File: src/rtl/sr_cmd_debouncer.sv
// Set/clear command front end for the SR flip-flop stage.
// Each raw button input is synchronised, debounced and rising-edge detected.
// Simultaneous presses are arbitrated so s and r are never high together.

// One debounce channel: 2-flop synchroniser, consecutive-cycle counter, rise detect.
module sr_cmd_debouncer_chan #(
    parameter int DEBOUNCE_CYCLES = 16
) (
    input  logic clk,
    input  logic rst,
    input  logic raw_in,
    output logic rise
);
    localparam int CNT_W = $clog2(DEBOUNCE_CYCLES + 1);
    localparam logic [CNT_W-1:0] CNT_LAST = CNT_W'(DEBOUNCE_CYCLES - 1);

    logic             sync1_q, sync1_d;
    logic             sync2_q, sync2_d;
    logic             stable_q, stable_d;
    logic [CNT_W-1:0] cnt_q, cnt_d;

    // Next-state: any agreement with the stable level restarts the count,
    // so bounce never accumulates toward a flip.
    always_comb begin
        sync1_d  = raw_in;
        sync2_d  = sync1_q;
        stable_d = stable_q;
        cnt_d    = cnt_q;
        rise     = 1'b0;
        if (sync2_q == stable_q) begin
            cnt_d = '0;
        end else if (cnt_q == CNT_LAST) begin
            stable_d = sync2_q;
            cnt_d    = '0;
            rise     = sync2_q;
        end else begin
            cnt_d = cnt_q + CNT_W'(1);
        end
    end

    // State registers; reset clears synchroniser too, so a held input re-presses.
    always_ff @(posedge clk) begin
        if (rst) begin
            sync1_q  <= 1'b0;
            sync2_q  <= 1'b0;
            stable_q <= 1'b0;
            cnt_q    <= '0;
        end else begin
            sync1_q  <= sync1_d;
            sync2_q  <= sync2_d;
            stable_q <= stable_d;
            cnt_q    <= cnt_d;
        end
    end
endmodule

module sr_cmd_debouncer #(
    parameter int DEBOUNCE_CYCLES = 16
) (
    input  logic clk,
    input  logic rst,
    input  logic set_in,
    input  logic clr_in,
    output logic s,
    output logic r,
    output logic conflict
);
    localparam int NUM_CH = 2;  // channel 0 = set, channel 1 = clear

    logic [NUM_CH-1:0] raw;
    logic [NUM_CH-1:0] rise;
    logic              s_q, s_d;
    logic              r_q, r_d;
    logic              conflict_q, conflict_d;

    assign raw = {clr_in, set_in};

    for (genvar g = 0; g < NUM_CH; g++) begin : g_ch
        sr_cmd_debouncer_chan #(
            .DEBOUNCE_CYCLES(DEBOUNCE_CYCLES)
        ) u_chan (
            .clk   (clk),
            .rst   (rst),
            .raw_in(raw[g]),
            .rise  (rise[g])
        );
    end

    // Arbitration: clear wins a tie and the tie is flagged.
    always_comb begin
        s_d        = rise[0] & ~rise[1];
        r_d        = rise[1];
        conflict_d = rise[0] & rise[1];
    end

    // Registered pulse outputs.
    always_ff @(posedge clk) begin
        if (rst) begin
            s_q        <= 1'b0;
            r_q        <= 1'b0;
            conflict_q <= 1'b0;
        end else begin
            s_q        <= s_d;
            r_q        <= r_d;
            conflict_q <= conflict_d;
        end
    end

    assign s        = s_q;
    assign r        = r_q;
    assign conflict = conflict_q;
endmodule

File: config.mk
export PLATFORM = sky130hd
export DESIGN_NAME = sr_cmd_debouncer
export DESIGN_NICKNAME = d
export VERILOG_FILES = /design/src/rtl/sr_cmd_debouncer.sv
export SDC_FILE = /design/constraint.sdc
export NUM_CORES = 1
export LEC_CHECK = 0
export BUFFER_PORTS_ARGS = -buffer_cell sky130_fd_sc_hd__buf_4
export CELL_PAD_IN_SITES_DETAIL_PLACEMENT = 1
export CELL_PAD_IN_SITES_GLOBAL_PLACEMENT = 2
export CORE_MARGIN = 3
export CORE_UTILIZATION = 34
export CTS_CLUSTER_SIZE = 10
export DETAILED_ROUTE_END_ITERATION = 6
export PLACE_DENSITY = 0.68
export SLEW_MARGIN = 30
export SYNTH_ARGS = -nofsm -noshare
export SYNTH_HDL_FRONTEND = slang
export SYNTH_SLANG_ARGS = --single-unit
File: constraint.sdc
create_clock -name clk -period 1.7 [get_ports clk]
set_clock_uncertainty 0.1 [all_clocks]
set_input_delay 0 -clock clk [delete_from_list [all_inputs] [get_ports clk]]
set_output_delay 0 -clock clk [all_outputs]
set_load 0.02 [all_outputs]
==> qor.yml <==
synth:
  yosysTopAreaCellShare: 0.574
  synth_fa_ha_area_frac: 0.0755
  synth_ff_type: "dfxtp_1"
  ys_top_cells_by_count: "dfxtp_1, nor2_1"
  yosysSeqAreaShare: 0.574
  synthXorXnorAreaFrac: 0.0792
  synth.area.top_cells: "dfxtp_1, ha_1, nor2_1, xnor2_1, nor2b_1"
  syn_area_per_cell_sq_um: 10.4
  synth_top_family_by_area: "simple AND/OR/NAND/NOR gates"
  ys_ff_latch: 19
  synth_area_sq_um: 663
  synth_nets: 72
  ys.warnings.count: 0
  async_reset_ff_frac: 0
  synth_edf_count: 0
  synth_compound_area_frac: 0.00755
  synthCells: 64
  post-synth-top-count-cell: "dfxtp_1"
  synth-simple-area-share: 0.221
  yosysUniqueCellTypes: 18
  synthMuxAreaShare: 0.0151
  yosysTopAreaCell: "dfxtp_1"
floorplanning:
  num_rows: 15
  die_w_um: 50.2
  floorplan.initialDensity: 0.372
  die_area_sq_mm: 0.00252
  design.core.area_sq_mm: 0.00178
  die_y_um: 50.2
  ios: 7
min_path:
  worstHoldPathType: "register to register"
  min_to: "g_ch[1].u_chan.cnt_q[0]"
  hold_depth: 1
  worstHoldStart: "g_ch[1].u_chan.cnt_q[0]"
power:
  powerDensity_mw_per_mm2: 839
  power_leakage_nw: 0.335
  ir_worst_vdd_mv: 0.383
place:
  dp_hpwl_um: 727
  postPlaceCellArea_sq_um: 743
  port_buffers: 6
  place.gp.congestion: 0.656
drt:
  drt_wl_total_mm: 1.02
  num_vias: 442
  dr.pass1.iters: 3
  wl_per_cell_um: 9.84
  drtIter0Drc: 4
  drc_errors: 0
  vias_per_cell: 4.25
  detail-route-antenna-nets: 0
clock_network:
  postCtsSetupRepairBufs: 0
  cts_num_sinks: 19
  clock_latency_ns: 0.29
  cts_buffers: 3
  clk_pin_slew_ns: 0.10
  cts-root-buf: "clkbuf_4"
  cts_max_level: 1
  cts_buffer_depth: 2
  cts_tree: "built"
critical_path:
  critPathCaptureType: "register"
  reg2reg_setup_slack_ns: 0.09
  max_stage_delay_ns: 0.42
  worstSetupPathType: "register to register"
  cpMostUsedCell: "ha_1"
  timing.rr.end: "g_ch[0].u_chan.cnt_q[2]"
  arrival_ns: 1.74
  crit_chain: "ha_1, and3_1, ha_1, or3_4, nor2_1"
  crit_fanout: 5
  cp_slowest_cell: "or3_4"
  cp.required_ns: 1.83
  timing.rr.start: "g_ch[0].u_chan.cnt_q[0]"
  crit_path_start_kind: "register"
  rr_worst_depth: 5
layout:
  fin_area_sq_um: 832
  nets: 88
  antennaDiodeCount: 0
  fill_cells: 209
  drive_above_1_share: 0.203
  syn_to_final_growth_pct: 25.5
outcome:
  outcome: "finished, final reports clean"
global_route:
  antenna_found_initial: 0
  grt_first_pass_wirelength_mm: 1.98
  grtUsageTotal: 0.105
  grt_pass1_vias: 482
  grt_max_degree: 12
  overflow: 0
timing:
  finalCritPeriodShare: 0.949
  min_period_ns: 1.61
  slew_viol_final: 0
  hold_viol_final: 0
  slew_headroom: 0.876
  fmax_ghz: 0.620
  worstMarginPinSlew_ns: 0.186
  setup-tns-final_ns: 0
  finalSetupViolations: 0
  rsz0062_at_grt: "no"
flow_run:
  timing.max_cap.violations: 0
[per-stage QoR]
step           power (W)  hold slack [ns]  cells   util  setup slack (ns)
5_1_grt         0.000740            0.346    104  0.467           0.00479
3_3_place_gp    0.000482            0.114     95  0.417            0.0851
6_report        0.000698            0.320    104  0.467            0.0875
3_5_place_dp    0.000482            0.118     95  0.417            0.0614
2_1_floorplan   0.000474           0.0282     64      -             0.118
4_1_cts         0.000718            0.358    104  0.460            0.0372
[logic make-up (layout without fill, tap and decap cells)]
family	count (synthesis)	after routing
xor gates and xnor gates	6	6
adders and majority gates	4	4
AOI/OAI and AO/OA	1	1
muxes	1	1
DFF	19	19
buffers and inverters	5	20
and+or+nand+nor	28	28
[how the worst max path moves through the flow]
stage / cells after the start / to / slack, ns / startpoint
after floorplan: 5 / g_ch[0].u_chan.cnt_q[2] / 0.12 / g_ch[0].u_chan.cnt_q[0]
after global placement: 5 / g_ch[0].u_chan.cnt_q[2] / 0.09 / g_ch[0].u_chan.cnt_q[0]
after detailed placement: 5 / g_ch[0].u_chan.cnt_q[2] / 0.06 / g_ch[0].u_chan.cnt_q[0]
after CTS: 5 / g_ch[0].u_chan.cnt_q[2] / 0.04 / g_ch[0].u_chan.cnt_q[0]
after global routing: 5 / g_ch[1].u_chan.cnt_q[4] / 0.005 / g_ch[1].u_chan.cnt_q[0]
final: 5 / g_ch[0].u_chan.cnt_q[2] / 0.09 / g_ch[0].u_chan.cnt_q[0]
[metal layers]
layer,global-route usage,vias to the layer above,wire length [um]
met5,0,-,0
met1,0.133,200,503
met2,0.154,5,469
met4,0.0553,0,12
met3,0.0356,2,39
li1,-,235,-
[cell type report]
| cell class | instances | area, sq um | share of cell area |
|---|---|---|---|
| tap | 25 | 31.3 | 0.0376 |
| timing repair buffer | 12 | 103 | 0.123 |
| sequential | 19 | 382 | 0.459 |
| inverter | 4 | 15.0 | 0.0180 |
| clock buffer | 3 | 22.5 | 0.0271 |
| clock inverter | 1 | 5.00 | 0.00602 |
| multi-input combinational | 40 | 274 | 0.329 |
[placed cells by master (no fill, tap or decap), drive strengths merged]
cell type     n
xnor2         4
nor2         13
dfxtp        19
clkbuf        3
xor2          2
nand3         2
nand4bb       1
clkinv        1
a21oi         1
inv           4
dlygate4sd3   5
nor2b         4
mux2i         1
or2b          1
or3           2
buf           7
and3          2
nand2         1
nor3          2
ha            4
[worst max-delay path, delay by kind of cell, from the launching register on]
kind                     cells  cell delay, ns
AND/OR/NAND/NOR              3            0.72
adder cells (fa/ha/maj)      2            0.41
flip-flops                   1            0.34
[registers in the layout (all words and copies together), names as in the netlist]
register	flops
g_ch.u_chan.cnt_q	10
g_ch.u_chan.stable_q	2
g_ch.u_chan.sync1_q	2
g_ch.u_chan.sync2_q	2
conflict	1
r	1
s	1
[power by group]
group,internal [W],switching [W]
Combinational,0.0000180,0.00000993
Sequential,0.000451,0.00000294
Clock,0.0000873,0.000129
Total,0.000556,0.000142
[repair_timing]
item,CTS,global route
hold endpoints to repair,12,0
gates resized for setup,0,4
setup endpoints to repair,0,8
hold buffers,5,0
(Power assumes the default switching activity.)
